**src/rtl/thumb_pkg.sv**
```systemverilog
// thumb_pkg: shared micro-op codes, constants and the decoded beat record
package thumb_pkg;
  typedef enum logic [3:0] {
    UOP_NOP = 4'd0,
    UOP_ADD = 4'd1,
    UOP_SUB = 4'd2,
    UOP_AND = 4'd3,
    UOP_EOR = 4'd4,
    UOP_CMP = 4'd5,
    UOP_LSL = 4'd6,
    UOP_ORR = 4'd7,
    UOP_MOV = 4'd8,
    UOP_STR = 4'd9,
    UOP_LDR = 4'd10
  } uop_e;
  localparam logic [3:0] COND_ALWAYS = 4'b1110;
  localparam logic [3:0] COND_NONE = 4'b1111;
  localparam logic [3:0] LR_SEL = 4'd14;
  typedef struct packed {
    uop_e        uop;
    logic        num_to_rhs;
    logic [21:0] num;
    logic [3:0]  sel_p0;
    logic [3:0]  sel_p1;
    logic [3:0]  sel_in;
    logic [3:0]  branch_cond;
    logic        is_bl;
    logic        undef;
  } decoded_t;
  localparam decoded_t BEAT_NONE = '{
    uop: UOP_NOP, num_to_rhs: 1'b0, num: '0, sel_p0: '0, sel_p1: '0,
    sel_in: '0, branch_cond: COND_NONE, is_bl: 1'b0, undef: 1'b0
  };
endpackage

```
**src/rtl/thumb_decode_comb.sv**
```systemverilog
// thumb_decode_comb: single-halfword thumb-16 decode into a decoded_t beat
module thumb_decode_comb
  import thumb_pkg::*;
(
  input  logic [15:0] instr,
  output decoded_t    dec
);
  always_comb begin
    dec = BEAT_NONE;
    casez (instr)
      16'b0001_10??_????_????: begin
        dec.uop = instr[9] ? UOP_SUB : UOP_ADD;
        dec.sel_p0 = {1'b0, instr[8:6]};
        dec.sel_p1 = {1'b0, instr[5:3]};
        dec.sel_in = {1'b0, instr[2:0]};
      end
      16'b0001_11??_????_????: begin
        dec.uop = instr[9] ? UOP_SUB : UOP_ADD;
        dec.num_to_rhs = 1'b1;
        dec.num = 22'(instr[8:6]);
        dec.sel_p1 = {1'b0, instr[5:3]};
        dec.sel_in = {1'b0, instr[2:0]};
      end
      16'b0000_0???_????_????: begin
        dec.uop = UOP_LSL;
        dec.num_to_rhs = 1'b1;
        dec.num = 22'(instr[10:6]);
        dec.sel_p1 = {1'b0, instr[5:3]};
        dec.sel_in = {1'b0, instr[2:0]};
      end
      16'b001?_????_????_????: begin
        dec.uop = instr[12] ? (instr[11] ? UOP_SUB : UOP_ADD) : (instr[11] ? UOP_CMP : UOP_MOV);
        dec.num_to_rhs = 1'b1;
        dec.num = 22'(instr[7:0]);
        dec.sel_p1 = instr[12:11] == 2'b00 ? 4'd0 : {1'b0, instr[10:8]};
        dec.sel_in = instr[12:11] == 2'b01 ? 4'd0 : {1'b0, instr[10:8]};
      end
      16'b0100_0000_00??_????, 16'b0100_0000_01??_????, 16'b0100_0011_00??_????: begin
        dec.uop = instr[8] ? UOP_ORR : (instr[6] ? UOP_EOR : UOP_AND);
        dec.sel_p0 = {1'b0, instr[2:0]};
        dec.sel_p1 = {1'b0, instr[5:3]};
        dec.sel_in = {1'b0, instr[2:0]};
      end
      16'b0110_????_????_????: begin
        dec.uop = instr[11] ? UOP_LDR : UOP_STR;
        dec.num_to_rhs = 1'b1;
        dec.num = 22'(instr[10:6]);
        dec.sel_p1 = {1'b0, instr[5:3]};
        dec.sel_p0 = instr[11] ? 4'd0 : {1'b0, instr[2:0]};
        dec.sel_in = instr[11] ? {1'b0, instr[2:0]} : 4'd0;
      end
      16'b1101_111?_????_????: dec.undef = 1'b1;
      16'b1101_????_????_????: begin
        dec.branch_cond = instr[11:8];
        dec.num = 22'($signed(instr[7:0]));
      end
      16'b1110_0???_????_????: begin
        dec.branch_cond = COND_ALWAYS;
        dec.num = 22'($signed(instr[10:0]));
      end
      default: dec.undef = 1'b1;
    endcase
  end
endmodule

```
**src/rtl/thumb_decode_pipe.sv**
```systemverilog
// thumb_decode_pipe: registered thumb-16 decode stage with bl pairing, handshakes and flush
module thumb_decode_pipe
  import thumb_pkg::*;
#(
  parameter int DATA_W = 32,
  parameter int SEL_W = 4,
  parameter int UOP_W = 5,
  parameter int EN_BL = 1
) (
  input  logic              clk,
  input  logic              reset,
  input  logic              flush,
  input  logic              in_valid,
  output logic              in_ready,
  input  logic [15:0]       in_instr,
  output logic              out_valid,
  input  logic              out_ready,
  output logic [UOP_W-1:0]  uop,
  output logic              num_to_rhs,
  output logic [DATA_W-1:0] num,
  output logic [SEL_W-1:0]  sel_p0,
  output logic [SEL_W-1:0]  sel_p1,
  output logic [SEL_W-1:0]  sel_in,
  output logic [3:0]        branch_cond,
  output logic              is_bl,
  output logic              undef
);
  typedef enum logic {IDLE, PREFIX} state_e;
  localparam logic BL_ON = EN_BL != 0;
  state_e state;
  logic [10:0] hi;
  decoded_t beat, dec, nxt;
  logic xfer, is_pre, is_suf;
  thumb_decode_comb u_dec (.instr(in_instr), .dec(dec));
  assign in_ready = !out_valid || out_ready;
  assign xfer = in_valid && in_ready && !flush;
  assign is_pre = in_instr[15:11] == 5'b11110;
  assign is_suf = in_instr[15:11] == 5'b11111;
  always_comb begin
    nxt = BEAT_NONE;
    nxt.undef = 1'b1;
    if (state == IDLE) nxt = dec;
    else if (is_suf) begin
      nxt.undef = 1'b0;
      nxt.is_bl = 1'b1;
      nxt.branch_cond = COND_ALWAYS;
      nxt.sel_in = LR_SEL;
      nxt.num = {hi, in_instr[10:0]};
    end
  end
  always_ff @(posedge clk or negedge reset) begin
    if (!reset) begin
      state <= IDLE;
      hi <= '0;
      out_valid <= 1'b0;
      beat <= BEAT_NONE;
    end else if (flush) begin
      state <= IDLE;
      out_valid <= 1'b0;
    end else if (xfer) begin
      if (BL_ON && state == IDLE && is_pre) begin
        state <= PREFIX;
        hi <= in_instr[10:0];
        out_valid <= 1'b0;
      end else begin
        state <= IDLE;
        out_valid <= 1'b1;
        beat <= nxt;
      end
    end else if (out_ready) out_valid <= 1'b0;
  end
  assign uop = UOP_W'(beat.uop);
  assign num_to_rhs = beat.num_to_rhs;
  assign num = DATA_W'($signed(beat.num));
  assign sel_p0 = SEL_W'(beat.sel_p0);
  assign sel_p1 = SEL_W'(beat.sel_p1);
  assign sel_in = SEL_W'(beat.sel_in);
  assign branch_cond = beat.branch_cond;
  assign is_bl = beat.is_bl;
  assign undef = beat.undef;
endmodule

```
**config.mk**
```make
export PLATFORM = sky130hd
export DESIGN_NAME = thumb_decode_pipe
export DESIGN_NICKNAME = d
export VERILOG_FILES = /design/src/rtl/thumb_pkg.sv /design/src/rtl/thumb_decode_comb.sv /design/src/rtl/thumb_decode_pipe.sv
export SDC_FILE = /design/constraint.sdc
export NUM_CORES = 1
export LEC_CHECK = 0
export BUFFER_PORTS_ARGS = -buffer_cell sky130_fd_sc_hd__buf_2
export CAP_MARGIN = 40
export CORE_UTILIZATION = 50
export CTS_BUF_LIST = sky130_fd_sc_hd__clkbuf_8 sky130_fd_sc_hd__clkbuf_16
export CTS_CLUSTER_SIZE = 20
export DETAILED_ROUTE_END_ITERATION = 8
export GPL_TIMING_DRIVEN = 0
export MAX_ROUTING_LAYER = met4
export PLACE_DENSITY = 0.87
export SYNTH_ARGS = -nofsm -noshare
export SYNTH_HDL_FRONTEND = slang
export SYNTH_HIERARCHICAL = 1
export SYNTH_SLANG_ARGS = --single-unit
```
**constraint.sdc**
```tcl
create_clock -name clk -period 1.3 [get_ports clk]
set_input_delay 0.195 -clock clk [delete_from_list [all_inputs] [get_ports clk]]
set_output_delay 0.195 -clock clk [all_outputs]
set_load 0.03 [all_outputs]
```
# [Word-level counts from Yosys, hierarchy flattened]
# Cells that the tools add are included.
# W data, S select, Z words.
[word_totals] regBits=58 out_inout_bits=58 input_bits=21 wordCells=83
[op_classes] bitwise=3 n_reduce_logical=21 n_mux=34 eq_ne=13
[op_table] op="$pmux W22 S4" count=1
[op_table] op="$mux W22" count=2
[op_table] op="$pmux W22 S2" count=1
[op_table] op="$eq A10 B9 Y1 const B" count=3
[op_table] op="$pmux W8 S3" count=1
[op_table] op="$mux W10" count=2
[op_table] op="$pmux W4 S5" count=1
[op_table] op="$mux W4" count=4
[op_table] op="$eq A5 B5 Y1 const B" count=3
[op_table] op="$mux W3" count=5
[op_table] op="$eq A6 B3 Y1 const B" count=2
[op_table] op="$pmux W4 S3" count=1
[op_table] op="$mux W1" count=9
[op_table] op="$reduce_or A9 Y1" count=1
[op_table] op="$mux W8" count=1
[op_table] op="$pmux W4 S2" count=1
[op_table] op="$reduce_or A8 Y1" count=1
[op_table] op="$eq A7 B7 Y1 const B" count=1
[op_table] op="$mux W2" count=3
[op_table] op="$reduce_and A3 Y1" count=2
[op_table] op="$reduce_or A2 Y1" count=3
[op_table] op="$reduce_or A6 Y1" count=1
[op_table] op="$logic_not A5 Y1" count=1
[op_table] op="$mux W5" count=1
[op_table] op="other kinds (15)" count=20

# [Logic depth before layout (Yosys ltp)]
[logic_depth] ltp_word=6 depth_mapped=10 ltp_nobuf=9

# [Modules after synthesis]
# Netlist, hierarchy kept.
[modules_own_cells] module="thumb_decode_pipe" seq_area_each_um2=1456.4 area_each_um2=2954.1 n_inst=1 cells_each=210
[modules_own_cells] module="thumb_decode_comb" seq_area_each_um2=0.0 area_each_um2=750.7 n_inst=1 cells_each=111

# [Worst setup path after synthesis]
# OpenSTA, ideal clock, no wires.
[synth_timing] path_kind="input -> register" startpoint="in in_instr[11]" endpoint="reg beat, in the netlist num[19]" n_path_buf=2 setup_ns=0.065 path_slack_ns=-0.918 t_arrival_ns=2.153 path_stages=10 required_time_ns=1.235 cell_sequence="clkbuf_1 > inv_1 > ha_1 > nand2b_1 > a2bb2oi_1 > nand4_2 > a21oi_1 > buf_4 > a32o_1 > mux2_4"
[synth_lines] item="from (decl)" line="thumb_decode_pipe.sv:15" source="input logic [15:0] in_instr,"
[synth_lines] item="to (signal assigned)" line="thumb_decode_pipe.sv:68" source="beat <= nxt;"
[synth_lines] item="to (decl)" line="thumb_decode_pipe.sv:32" source="decoded_t beat, dec, nxt;"

# [Worst setup path after layout]
[layout_timing] startpoint="reg state" endpoint="reg beat, in the netlist undef"
[layout_between] elab_chain_cells=4 word_cells_on_any_way=5 cone_classes="mux: 1; bitwise: 2; reduce/logical: 2"
[layout_rtl] item="from (decl)" line="thumb_decode_pipe.sv:30" source="state_e state;"
[layout_rtl] item="from (signal assigned)" line="thumb_decode_pipe.sv:53" source="state <= IDLE;"
[layout_rtl] item="from (signal assigned)" line="thumb_decode_pipe.sv:58" source="state <= IDLE;"
[layout_rtl] item="from (signal assigned)" line="thumb_decode_pipe.sv:62" source="state <= PREFIX;"
[layout_rtl] item="$not A1 Y1" line="thumb_decode_pipe.sv:61" source="if (BL_ON && state == IDLE && is_pre) begin"
[layout_rtl] item="$logic_and A1 B1 Y1" line="thumb_decode_pipe.sv:61"
[layout_rtl] item="$not A1 Y1 (no source line)"
[layout_rtl] item="$reduce_and A3 Y1 (no source line)"
# Several ways; a longest one is shown, not always the timed one.
# A chain may end at the register's enable or synchronous reset.

==> metrics list <==
- The synthesized design contains 0 enable-type register cells.
* Share of the core filled with cells in the final layout: about three quarters
- Summed over all layers, the global routing overflow is 0.
* Global placer's final weighted congestion: around 0.91
- The area growth from synthesis to layout is 47.6%.
- Fraction of the mapped netlist area in adder cells: 1.01%
- In this run the cell area of the synthesized design comes to around 0.0037 sq mm.
* Compound-cell area share of the yosys netlist: approximately 15%
- Traced cell by cell, the critical path runs through o311a_4 > buf_12 > buf_12 > buf_12 > mux2_4.
* Run status: complete, but fails checks
- The die covers 0.00776 sq mm.
* Gate Count Post-Synth: 321
- Count leader, synth: sky130_fd_sc_hd__dfrtp_1
- Counting along the longest clock path gives a buffer depth of 2.
- Measured slew at the worst slew-check pin: approximately 0.58 ns
* Final worst path period share: 126%
- In this run the remaining antenna-violating nets after routing total 0.
* X dimension of the die: between 80 and 90 microns
* Max-slew headroom: 61.3%
- Arrival time of data at the critical path endpoint: approximately 1.9 ns
- The H-tree generated during clock tree synthesis spans 3 levels.
* Reported max-cap violation count: 0
* Area taken by flip-flops and latches: 0.00146 sq mm
- After clock tree synthesis, the clock-pin slew on the worst setup and hold paths is 0.07 ns.
- Overall power consumption after layout is estimated at about 5300 uW.
* Critical path required time: between 1.5 and 2 ns
- In this run the mean area of a mapped cell was ~12 sq um.
- After synthesis, the share of cell area in mux cells is between 20% and 30%.
- Ranking of synthesized cells by area: sky130_fd_sc_hd__dfrtp_1, sky130_fd_sc_hd__mux2_4, sky130_fd_sc_hd__buf_4, sky130_fd_sc_hd__mux2_2, sky130_fd_sc_hd__a32o_1
- Crit path time final: about 1.6 ns
- Core Rows: 31
- Number of warnings reported in the yosys synthesis log: 6
- For this run, the leading register cell type out of synthesis is sky130_fd_sc_hd__dfrtp_1.
- Summing all multi-input logic gate instances after layout gives approximately 0.0021 sq mm.
* DR vias: 3157
- Vias in the first global route: 3045
- The number of antenna violations at the first check in global routing was 0.
- Of the post-synthesis cell area, the dominant cell type holds 36.5%.
- For flop-to-flop paths, the worst setup slack is -0.34 ns.
* Final-report max-slew violation count: 0
- Cell at the slowest stage of the critical path: sky130_fd_sc_hd__dfrtp_1
- Count of endpoints failing hold in the final timing report: 0
- Net count reported at finish: around 470
- Global-route layer with the greatest usage: met2
- In this run the worst setup path begins at state$_DFFE_PN0P_.
- Number of distinct standard cells referenced by the synthesized netlist: 55
* Leakage component of the power: 0.00275 uW
- The detailed router finished its first iteration with roughly 270 violations.
* Class of the worst hold path: input port to register
- Across every metal layer, demand over resource in global routing totals ~30%.
- CTS buffer count: 9
- Main combinational cell family by area after synthesis: multiplexers
* Drt via density: ~5.7
- Critical path's largest stage delay: between 0.4 and 0.5 ns
* Detailed Routing Iterations Pass 1: 5
* Global routing met1 resource utilization: a little over 40%
- Pin count of the biggest net entering global routing: 34
* Floorplan die height: roughly 90 microns
* Share of final-layout standard cells stronger than drive strength 1: around 58%
- Met3 capacity usage during global routing: roughly 5%
- The critical path contains buffers and inverters numbering 3 combined.
* Parity-gate share of the synthesized area counting xor and xnor cells: 0%
- HPWL after DPL: 6610 microns
* Most numerous cell on the critical path: sky130_fd_sc_hd__buf_12
- Clock Root Buffer: sky130_fd_sc_hd__clkbuf_8
- Met2 Usage GRT: 47.1%
- The worst setup path is launched from a register.
* Clock network latency to the later pin of the worst-skew pair: about 0.35 ns
- Clock skew after layout: around 0.0057 ns
- Max frequency: roughly 610 MHz
- Post-synthesis async set-or-reset flop share: 100%
- CTS tree: built
- sky130_fd_sc_hd__dfrtp_1 takes more of the synthesized area than any other cell.
- Final-report setup violation count: 68
- Antenna Cells: 0
- Along the worst path, the maximum fanout reaches 6.
- Summing the sequential cell areas from Yosys gives roughly two fifths of the chip area.
- Setup slack on the critical path of the routed design comes to -0.338 ns.
- Count of input and output buffers: 77
- IR Drop Worst-Case VDD: a little over 0.0005 V
- The worst hold path begins at flush.
* Fill cell total of the finished layout: around 460
* Unrepaired setup endpoints after global routing: yes
* Number of placed instances with taps included: ~500
- The total area inside the core boundary comes to 0.00721 sq mm.
- Once the floorplan was initialized, standard cells occupied between 50% and 60% of the core.
- Of the total synthesized cell area, the portion taken by AND, OR, NAND and NOR gates is about an eighth.
- WL per Instance: about 20 microns
* Clock Sinks: 58
* Violated checks: negative setup slack
- Flip-flop and latch count after synthesis: 58
- Once layout is complete, the cells apart from fillers number 554.
- Worst setup EP type: register
- Power spread over the standard cell area amounts to 967 mW/mm^2.
- The startpoint identified for the worst register-to-register timing path is state$_DFFE_PN0P_.
- Top cells by instance count after synthesis: sky130_fd_sc_hd__dfrtp_1, sky130_fd_sc_hd__mux2_4, sky130_fd_sc_hd__buf_4, sky130_fd_sc_hd__a32o_1
- Summed over all layers, the routed wires come to approximately 11000 microns.
* Residual DRC count: 0
* Category of the critical setup timing path: register to register
- Global-route wire length before repair: about 17000 microns
* Setup Slack @ Placement: -0.866 ns
- Largest delay contributor family on the critical path: flip-flops
- During I/O placement, the number of pins put on the boundary was 79.
-- worst paths after layout --
kind,cells past startpoint,endpoint
max in group asynchronous,3,sel_in[3]$_DFFE_PN0P_
hold / removal,2,state$_DFFE_PN0P_
min in group asynchronous,2,uop[1]$_DFFE_PN0P_
setup / recovery,5,undef$_DFFE_PN0P_
setup reg to reg,5,undef$_DFFE_PN0P_
hold reg to reg,2,branch_cond[2]$_DFFE_PN1P_
-- cell families (layout without fill, tap and decap cells) --
| group | after synthesis | in the layout |
|---|---|---|
| fa+ha+maj | 3 | 3 |
| other cells | 2 | 5 |
| buf+inv | 62 | 192 |
| flops | 58 | 58 |
| simple gates | 72 | 72 |
| compound gates | 67 | 68 |
| mux | 57 | 57 |
-- per-layer routing --
layer  routed length, microns  vias to the layer above  share of wire, %
met5                        0                        -                 0
met4                      300                        0               2.7
met3                      676                       26               6.1
met2                     5400                      182                48
met1                     4780                     1540                43
li1                         -                     1409                 -
-- flip-flops by register name, summed over array words and instances (netlist names) --
name / cells
sel_p1: 4
branch_cond: 4
sel_in: 4
uop: 4
state: 1
is_bl: 1
undef: 1
sel_p0: 4
out_valid: 1
num_to_rhs: 1
num: 22
hi: 11
-- cell usage in the layout (no fill, tap or decap), drive strengths merged, types with 2 or more instances in the layout --
cell type  count
nand3          5
a21oi         10
nand2b         4
clkinv         4
nor2          12
nand3b         2
ha             3
nor2b          3
conb           5
clkbuf        14
mux2i          9
and2           4
mux2          48
inv           14
o21bai         3
nand4          6
a21o           2
and2b         15
nand2          7
o21ai          5
a32oi          4
dfstp          4
nor3           3
a32o          18
a2bb2oi        2
dfrtp         54
a22o          17
or3            3
buf          157
-- timing repair --
action                                 4_1_cts  5_1_grt
setup endpoints to repair                   69       70
pin swaps                                   13       16
gates resized for setup                    103       35
setup buffers                               28        8
endpoints found under the hold margin       21        0
hold buffers                                 1        0
gates cloned                                 5        0
-- area by class of cell --
type | instances | area share [%]
buffer | 46 | 9.68
tap | 99 | 2.27
timing repair buffer | 117 | 18.3
sequential | 58 | 26.7
clock inverter | 6 | 1.05
clock buffer | 10 | 2.52
inverter | 13 | 1.03
multi-input combinational | 205 | 38.4
-- worst register-to-register path, stage by stage, from the launching register on --
cell and delay (ns):
sky130_fd_sc_hd__dfrtp_1 0.45, sky130_fd_sc_hd__o311a_4 0.36, sky130_fd_sc_hd__buf_12 0.16, sky130_fd_sc_hd__buf_12 0.13, sky130_fd_sc_hd__buf_12 0.13, sky130_fd_sc_hd__mux2_4 0.29
-- power by group --
group          switching [uW]  total [uW]  leakage [uW]  internal, uW
clock network             773        1700      0.000107           923
registers                97.6        2070      0.000763          1970
logic                     781        1520       0.00188           738
-- stage by stage --
stage | hold WS [ns] | cell area [sq um] | setup TNS, ns
final | 0.0641 | 5470 | -16.42
after global routing | 0.0544 | 5470 | -18.71
after CTS | 0.0354 | 5350 | -14.69
after detailed placement | 0.230 | 4410 | -31.17
after global placement | 0.384 | 4390 | -32.40
after floorplan | -0.101 | 3880 | -20.44
Note: power is estimated with default switching activity, not from simulation.
